`src/rtl/rgb_fader_pkg.sv`:
```
// Shared types and constants for the RGB colour-fade sequencer.
package rgb_fader_pkg;

   localparam int DUTY_W           = 8;
   localparam int DEFAULT_STEP_DIV = 46875;

   typedef enum logic [0:0] {
      ST_IDLE = 1'b0,
      ST_FADE = 1'b1
   } fade_state_e;

endpackage

```
`src/rtl/rgb_fade_channel.sv`:
```
// One colour channel: moves the current duty toward the target by at most
// one step per strobe, clamping so it never overshoots or wraps.
module rgb_fade_channel
   import rgb_fader_pkg::*;
(
   input  logic [DUTY_W-1:0] cur_i,
   input  logic [DUTY_W-1:0] tgt_i,
   input  logic [DUTY_W-1:0] step_i,
   input  logic              strobe_i,
   output logic [DUTY_W-1:0] nxt_o,
   output logic              at_tgt_o
);

   logic signed [DUTY_W:0] diff_s;
   logic        [DUTY_W:0] mag_s;

   // Signed distance to target, its magnitude and the clamped next value
   always_comb begin
      diff_s = $signed({1'b0, tgt_i}) - $signed({1'b0, cur_i});
      mag_s  = diff_s[DUTY_W] ? $unsigned(-diff_s) : $unsigned(diff_s);
      if (!strobe_i || (diff_s == '0)) begin
         nxt_o = cur_i;
      end else if ({1'b0, step_i} >= mag_s) begin
         nxt_o = tgt_i;
      end else if (diff_s[DUTY_W]) begin
         nxt_o = cur_i - step_i;
      end else begin
         nxt_o = cur_i + step_i;
      end
   end

   assign at_tgt_o = (nxt_o == tgt_i);

endmodule

```
`src/rtl/rgb_fader.sv`:
```
// Colour-fade sequencer: accepts a target RGB colour via valid/ready and
// steps the three registered PWM duties toward it every STEP_DIV cycles.
module rgb_fader
   import rgb_fader_pkg::*;
#(
   parameter int STEP_DIV = DEFAULT_STEP_DIV
) (
   input  logic              clk12MHz,
   input  logic              reset,
   input  logic              target_valid,
   output logic              target_ready,
   input  logic [DUTY_W-1:0] target_red,
   input  logic [DUTY_W-1:0] target_green,
   input  logic [DUTY_W-1:0] target_blue,
   input  logic [DUTY_W-1:0] step_size,
   output logic [DUTY_W-1:0] RedPWM,
   output logic [DUTY_W-1:0] GreenPWM,
   output logic [DUTY_W-1:0] BluePWM,
   output logic              busy,
   output logic              done
);

   localparam int                CNT_W     = (STEP_DIV > 1) ? $clog2(STEP_DIV) : 1;
   localparam logic [CNT_W-1:0]  TICK_LAST = CNT_W'(STEP_DIV - 1);

   fade_state_e       state_q, state_d;
   logic [CNT_W-1:0]  cnt_q, cnt_d;
   logic [DUTY_W-1:0] tgt_r_q, tgt_r_d, tgt_g_q, tgt_g_d, tgt_b_q, tgt_b_d;
   logic [DUTY_W-1:0] step_q, step_d;
   logic [DUTY_W-1:0] red_q, red_d, grn_q, grn_d, blu_q, blu_d;
   logic              done_q, done_d;

   logic              step_fire_s;
   logic [DUTY_W-1:0] red_nxt_s, grn_nxt_s, blu_nxt_s;
   logic              red_at_s, grn_at_s, blu_at_s;

   assign step_fire_s = (state_q == ST_FADE) && (cnt_q == TICK_LAST);

   rgb_fade_channel u_red (
      .cur_i(red_q), .tgt_i(tgt_r_q), .step_i(step_q), .strobe_i(step_fire_s),
      .nxt_o(red_nxt_s), .at_tgt_o(red_at_s)
   );
   rgb_fade_channel u_green (
      .cur_i(grn_q), .tgt_i(tgt_g_q), .step_i(step_q), .strobe_i(step_fire_s),
      .nxt_o(grn_nxt_s), .at_tgt_o(grn_at_s)
   );
   rgb_fade_channel u_blue (
      .cur_i(blu_q), .tgt_i(tgt_b_q), .step_i(step_q), .strobe_i(step_fire_s),
      .nxt_o(blu_nxt_s), .at_tgt_o(blu_at_s)
   );

   // Handshake, tick counter and fade sequencing
   always_comb begin
      state_d = state_q;
      cnt_d   = cnt_q;
      tgt_r_d = tgt_r_q;
      tgt_g_d = tgt_g_q;
      tgt_b_d = tgt_b_q;
      step_d  = step_q;
      red_d   = red_q;
      grn_d   = grn_q;
      blu_d   = blu_q;
      done_d  = 1'b0;
      case (state_q)
         ST_IDLE: begin
            if (target_valid) begin
               tgt_r_d = target_red;
               tgt_g_d = target_green;
               tgt_b_d = target_blue;
               step_d  = (step_size == '0) ? DUTY_W'(1) : step_size;
               cnt_d   = '0;
               if ((target_red == red_q) && (target_green == grn_q) && (target_blue == blu_q)) begin
                  done_d = 1'b1;
               end else begin
                  state_d = ST_FADE;
               end
            end else begin
               cnt_d = cnt_q;
            end
         end
         ST_FADE: begin
            if (step_fire_s) begin
               cnt_d = '0;
               red_d = red_nxt_s;
               grn_d = grn_nxt_s;
               blu_d = blu_nxt_s;
               if (red_at_s && grn_at_s && blu_at_s) begin
                  state_d = ST_IDLE;
                  done_d  = 1'b1;
               end else begin
                  state_d = ST_FADE;
               end
            end else begin
               cnt_d = cnt_q + CNT_W'(1);
            end
         end
         default: begin
            state_d = ST_IDLE;
         end
      endcase
   end

   // State and datapath registers
   always_ff @(posedge clk12MHz) begin
      if (reset) begin
         state_q <= ST_IDLE;
         cnt_q   <= '0;
         tgt_r_q <= '0;
         tgt_g_q <= '0;
         tgt_b_q <= '0;
         step_q  <= DUTY_W'(1);
         red_q   <= '0;
         grn_q   <= '0;
         blu_q   <= '0;
         done_q  <= 1'b0;
      end else begin
         state_q <= state_d;
         cnt_q   <= cnt_d;
         tgt_r_q <= tgt_r_d;
         tgt_g_q <= tgt_g_d;
         tgt_b_q <= tgt_b_d;
         step_q  <= step_d;
         red_q   <= red_d;
         grn_q   <= grn_d;
         blu_q   <= blu_d;
         done_q  <= done_d;
      end
   end

   assign target_ready = (state_q == ST_IDLE) && !reset;
   assign busy         = (state_q == ST_FADE);
   assign done         = done_q;
   assign RedPWM       = red_q;
   assign GreenPWM     = grn_q;
   assign BluePWM      = blu_q;

endmodule
```
`config.mk`:
```
export PLATFORM = sky130hd
export DESIGN_NAME = rgb_fader
export DESIGN_NICKNAME = d
export VERILOG_FILES = /design/src/rtl/rgb_fader_pkg.sv /design/src/rtl/rgb_fade_channel.sv /design/src/rtl/rgb_fader.sv
export SDC_FILE = /design/constraint.sdc
export NUM_CORES = 1
export LEC_CHECK = 0
export ABC_AREA = 1
export ABC_CLOCK_PERIOD_IN_PS = 4100
export BUFFER_PORTS_ARGS = -buffer_cell sky130_fd_sc_hd__buf_2
export CORE_ASPECT_RATIO = 1.2
export CORE_MARGIN = 5
export CORE_UTILIZATION = 30
export CTS_CLUSTER_DIAMETER = 30
export DETAILED_ROUTE_END_ITERATION = 12
export PLACE_DENSITY = 0.55
export SLEW_MARGIN = 0
export SYNTH_ARGS = -nofsm -noshare
export SYNTH_HDL_FRONTEND = slang
export SYNTH_SLANG_ARGS = --single-unit
export TNS_END_PERCENT = 10
```
`constraint.sdc`:
```
create_clock -name clk12MHz -period 4.1 [get_ports clk12MHz]
set_input_delay 0.205 -clock clk12MHz [delete_from_list [all_inputs] [get_ports clk12MHz]]
set_output_delay 0.205 -clock clk12MHz [all_outputs]
set_load 0.05 [all_outputs]
```
## After elaboration in Yosys (flattened, before gate mapping)

Index checks and enable logic that the tools add are counted.

- Flip-flop bits (word level): 74
- Input port bits: 35
- Output and inout port bits: 27
- Logic and storage cells: 78

- $add $sub $neg: 13
- Magnitude comparators: 3
- Equal/unequal tests: 8
- Multiplexer cells: 26
- Bitwise operators: 1
- Reduce and logical (&&, ||, !) cells: 17

Operator list:

| cell | count |
|---|---|
| 2-to-1 mux 8 bit | 10 |
| equality test 8 bit | 6 |
| 2-to-1 mux 16 bit | 2 |
| case mux 16 bit (2 select lines) | 1 |
| >= comparator 8 x 9 -> 1 bit | 3 |
| zero test 9 bit | 3 |
| 2-to-1 mux 9 bit | 3 |
| negation 9 bit | 3 |
| subtractor 8 x 8 -> 9 bit | 3 |
| adder 8 bit | 3 |
| subtractor 8 bit | 3 |
| adder 16 x 1 -> 16 bit, second input constant | 1 |
| equality test 16 bit, second input constant | 1 |
| zero test 8 bit | 1 |
| 2-to-1 mux 1 bit | 8 |
| logical AND 1 bit | 6 |
| case mux 1 bit (2 select lines) | 2 |
| AND reduction 2 bit | 2 |
| logical OR 1 bit | 3 |
| zero test 1 bit | 2 |
| inequality test 2 bit, second input constant | 1 |
| NOT 1 bit | 1 |

## Depth between registers and ports, before layout

- Depth in word-level cells: 12
- Depth in mapped cells: 35

## Cells and area by module

Synthesis repeated with hierarchy kept, for this count alone.

- Cells, all modules: 1534
- Area, all modules: 9213.8 sq um

Modules (own cells, without submodules):

| module | times used | cells each | area an instance (sq um) |
|---|---|---|---|
| rgb_fader | 1 | 525 | 3529.6 |
| rgb_fade_channel (u_red) | 1 | 337 | 1923.1 |
| rgb_fade_channel (u_blue) | 1 | 337 | 1903.1 |
| rgb_fade_channel (u_green) | 1 | 335 | 1858.0 |

## Worst setup path after synthesis

Ideal clock, no wire load.

- Kind: reg2reg
- From: reg blu_q[1], in the netlist BluePWM[1]
- To: reg state_q, in the netlist busy
- Library setup time: 134 ps
- Arrival: 4176 ps
- Slack: -210 ps
- Cell stages (with the launch flop): 31
- Period minus slack after synthesis: 4310 ps
- Path through: dfxtp_1 -> inv_1 -> fa_1 -> nand3_1 -> nand3_1 -> a21oi_2 -> inv_2 -> clkbuf_1 -> nand2_1 -> o21ai_0 -> ha_1 -> nand2_1 -> nor2_1 -> nand2_1 -> nand3_1 -> nand2_1 -> nand2_1 -> nand2_1 -> nand3b_1 -> clkbuf_1 -> nand3_1 -> nand2_1 -> nand2_1 -> nand2_1 -> nor2_1 -> nor2_1 -> nand3_1 -> nor3_2 -> nand2_1 -> nand2_1 -> a21oi_1

- Cells in the longest elaborated chain, start to end: 11
- Elaborated cells on any way between the ends: 20

RTL lines:

| item | line | RTL |
|---|---|---|
| start, declared | rgb_fader.sv:30 | `logic [DUTY_W-1:0] red_q, red_d, grn_q, grn_d, blu_q, blu_d;` |
| start signal, assigned | rgb_fader.sv:125 | `blu_q <= blu_d;` |
| subtractor 8 x 8 -> 9 bit | rgb_fade_channel.sv:19 | `diff_s = $signed({1'b0, tgt_i}) - $signed({1'b0, cur_i});` |
| negation 9 bit | rgb_fade_channel.sv:20 | `mag_s = diff_s[DUTY_W] ? $unsigned(-diff_s) : $unsigned(diff_s);` |
| 2-to-1 mux 9 bit | rgb_fade_channel.sv:20 |  |
| >= comparator 8 x 9 -> 1 bit | rgb_fade_channel.sv:23 | `end else if ({1'b0, step_i} >= mag_s) begin` |
| 2-to-1 mux 8 bit | rgb_fade_channel.sv:23 |  |
| 2-to-1 mux 8 bit | rgb_fade_channel.sv:21 | `if (!strobe_i \|\| (diff_s == '0)) begin` |
| equality test 8 bit | rgb_fade_channel.sv:32 | `assign at_tgt_o = (nxt_o == tgt_i);` |
| logical AND 1 bit | rgb_fader.sv:87 | `if (red_at_s && grn_at_s && blu_at_s) begin` |
| 2-to-1 mux 1 bit | rgb_fader.sv:87 |  |
| 2-to-1 mux 1 bit | rgb_fader.sv:82 | `if (step_fire_s) begin` |
| case mux 1 bit (2 select lines) (*) | rgb_fader.sv:64 | `case (state_q)` |
| end signal, assigned | rgb_fader.sv:117 | `state_q <= state_d;` |
| end, declared | rgb_fader.sv:26 | `fade_state_e state_q, state_d;` |

Mark *: on every way between the ends. The rest lies on a longest branch, timed or not.
A chain may end at the register's enable or synchronous reset.

## Final worst setup path

- From: reg tgt_b_q[0]
- To: reg state_q, in the netlist busy

- Cells in the longest elaborated chain, start to end: 11
- Elaborated cells on any way between the ends: 14

RTL lines:

| item | line | RTL |
|---|---|---|
| start, declared | rgb_fader.sv:28 | `logic [DUTY_W-1:0] tgt_r_q, tgt_r_d, tgt_g_q, tgt_g_d, tgt_b_q, tgt_b_d;` |
| start signal, assigned | rgb_fader.sv:121 | `tgt_b_q <= tgt_b_d;` |
| subtractor 8 x 8 -> 9 bit | rgb_fade_channel.sv:19 |  |
| negation 9 bit | rgb_fade_channel.sv:20 |  |
| 2-to-1 mux 9 bit | rgb_fade_channel.sv:20 |  |
| >= comparator 8 x 9 -> 1 bit | rgb_fade_channel.sv:23 |  |
| 2-to-1 mux 8 bit | rgb_fade_channel.sv:23 |  |
| 2-to-1 mux 8 bit | rgb_fade_channel.sv:21 |  |
| equality test 8 bit (*) | rgb_fade_channel.sv:32 |  |
| logical AND 1 bit (*) | rgb_fader.sv:87 |  |
| 2-to-1 mux 1 bit (*) | rgb_fader.sv:87 |  |
| 2-to-1 mux 1 bit (*) | rgb_fader.sv:82 |  |
| case mux 1 bit (2 select lines) (*) | rgb_fader.sv:64 |  |

Marked as above.

==> qor.csv <==
metric,value,unit
power_frac_comb,0.515,
dr_total_vias,8521,
grt.overflow.total,0,
final-instance-count-excl-fill,1749,
hpwlAfterDp,21350,um
cts_sinks,74,
num_antenna_cells,0,
core_area,25620,um2
synth_top_area_cell,dfxtp_1,
antenna_found_initial,0,
path_max_fanout,5,
path_common_cell,nand2_1,
internal_power,1961,uW
rows,64,
yosys_warnings,0,
gp_congestion,0.9326,
drt-initial-drc-count,397,
total_power,3393,uW
crit_path_end_kind,flop,
multiInputGateArea,5851,um2
final_cell_area,9950,um2
placed_area,9031,um2
nFillCells,2768,
fin_worst_skew,0.01043,ns
slowest_stage,fa_2,
cts_tree,yes,
synth-async-reset-ratio,0,
root_buffer,clkbuf_16,
grt_pass1_vias,8092,
routed_wl,26810,um
postCtsHoldBufs,0,
synthMostInstantiatedCell,nand2_1,
die_h,186.9,um
first_pass_iters,6,
max_stage_delay,0.54,ns
drv_cap,0,
cp.arrival,4.24,ns
grt_max_degree,37,
required,4.32,ns
finalHoldViolCount,0,
seq_area,1494,um2
syn-num-nets,1386,
tightest_slew,0.9153,ns
syn_area,7823,um2
power.switching,1432,uW
sw_frac_of_total,0.4220,
grt_pass1_wl,41620,um
clk_latency,0.35,ns
synth_ff_type,dfxtp_1,
cts_buffers,9,
rsz0062_at_grt,true,
port_buffers,61,
slew_headroom,0.3841,
cts.clk_slew.worst_paths,0.06,ns
hold_slack,0.08912,ns
ir_worst_vdd,0.0001664,V
synth_area_leaders,"dfxtp_1, nand2_1, ha_1, inv_1, nand3_1",
synth_seq_cells,74,
worstHoldPathType,in2reg,
synth_cell_types,47,
clockBufferDepth,2,
start_util,0.3053,
finalMaxSlewViolations,0,
final_util,0.3883,
fin_nets,1530,
p_per_area,341.0,nW/um2
yosysSeqAreaShare,0.1894,
synthCells,1270,
setup_viol,0,
ys_top_cells_by_count,"nand2_1, inv_1, nand3_1",
drive_gt1_frac,0.2354,
fp.dieW,157.4,um
ioPinCount,62,
fin_crit,4.015,ns
synth_top_area_frac,0.1894,
place_inst,1714,
leakage,0.004923,uW
via_per_inst,4.872,
seq_power_share,0.233,
critPathKind,reg2reg,
area_delta_synth_final,27.19,%
dieArea,29420,um2
drc,0,
fmax,249.0,MHz
synth_edf_count,0,
finalCritPeriodShare,0.9793,
ant_nets,0,
crit_path_start_kind,flop,
syn_area_per_cell,6.159,um2
post_drt_wl_per_cell,15.33,um
status,finished clean,
pwr-share-clk,0.252,
htree_levels,3,
grt_util_all_layers,0.1765,
## layout make-up
type	count	area share
Clock buffer	10	0.02402
Inverter	206	0.07897
Timing Repair Buffer	161	0.1100
Multi-Input combinational cell	962	0.5880
Clock inverter	6	0.007294
Sequential cell	74	0.1502
Tap cell	330	0.04150
## path summary, 6_finish.rpt
check / from / to / slack, ns / cells after the start
worst min register to register: cnt_q[4] / cnt_q[4] / 0.50 / 2
worst max-delay path: tgt_b_q[0] / busy / 0.08 / 32
worst max register to register: tgt_b_q[0] / busy / 0.08 / 32
worst min-delay path: step_size[0] / step_q[0] / 0.09 / 3
## state kept, by name, indices dropped and copies added (netlist names)
signal	flops
busy	1
done	1
tgt_r_q	8
tgt_b_q	8
tgt_g_q	8
step_q	8
RedPWM	8
BluePWM	8
GreenPWM	8
cnt_q	16
## worst max-delay path: cells and delay by family (launching register included)
kind	cells	cell delay, ns
compound gates	1	0.05
simple gates	21	1.83
fa+ha+maj	4	1.12
flops	1	0.33
xor+xnor	1	0.15
buf+inv	5	0.36
## per-stage QoR
step / worst slack, ns / setup TNS, ns
floorplan: 0.005092 / 0
global placement: -0.09774 / -0.1553
detailed placement: -0.1105 / -0.1567
CTS: 0.003382 / 0
global route: -0.1756 / -0.2934
finish: 0.08467 / 0
## layer usage
layer | part of all wire | GRT usage
met4 | 0.023 | 0.04998
met3 | 0.050 | 0.02916
met5 | 0 | 0
met1 | 0.44 | 0.2277
met2 | 0.49 | 0.3016
## cells by family (layout without fill, tap and decap cells)
| logic type | count (synthesis) | in the layout | synth area share |
|---|---|---|---|
| and+or+nand+nor | 644 | 644 | 0.3714 |
| buffers and inverters | 234 | 383 | 0.1152 |
| AOI/OAI and AO/OA | 178 | 178 | 0.1227 |
| adders and majority gates | 81 | 81 | 0.1353 |
| DFF | 74 | 74 | 0.1894 |
| xor gates and xnor gates | 59 | 59 | 0.06606 |
## power by group through the flow
stage	Clock, uW	Combinational (uW)	Sequential [uW]
after floorplan	0	1090	792
after global placement	0	1480	804
after detailed placement	0	1480	804
after CTS	868	1500	788
after global routing	902	1970	795
final	853	1750	791
## cell usage in the layout, fill, tap and decap left out, drive strengths merged, types with 2 or more instances in the layout
master / synthesis / layout
nor3b: 3 / 3
buf: 8 / 161
a221oi: 5 / 5
nand3: 141 / 141
or2: 7 / 7
a211oi: 2 / 2
nand4: 32 / 32
nor4: 7 / 7
xnor2: 26 / 26
fa: 6 / 6
o21ai: 78 / 78
clkinv: 1 / 3
inv: 205 / 207
nand2: 361 / 361
nand3b: 10 / 10
dfxtp: 74 / 74
a31oi: 3 / 3
a21oi: 79 / 79
nor3: 10 / 10
o211ai: 2 / 2
clkbuf: 20 / 10
xor2: 33 / 33
nor2: 72 / 72
ha: 75 / 75
a21o: 3 / 3
## what timing repair did
item,CTS,global route
gates cloned,0,2
setup endpoints to repair,2,2
resized for setup,8,127
setup buffers,1,16
pin swaps,2,65
Note: power is estimated with default switching activity, not from simulation.
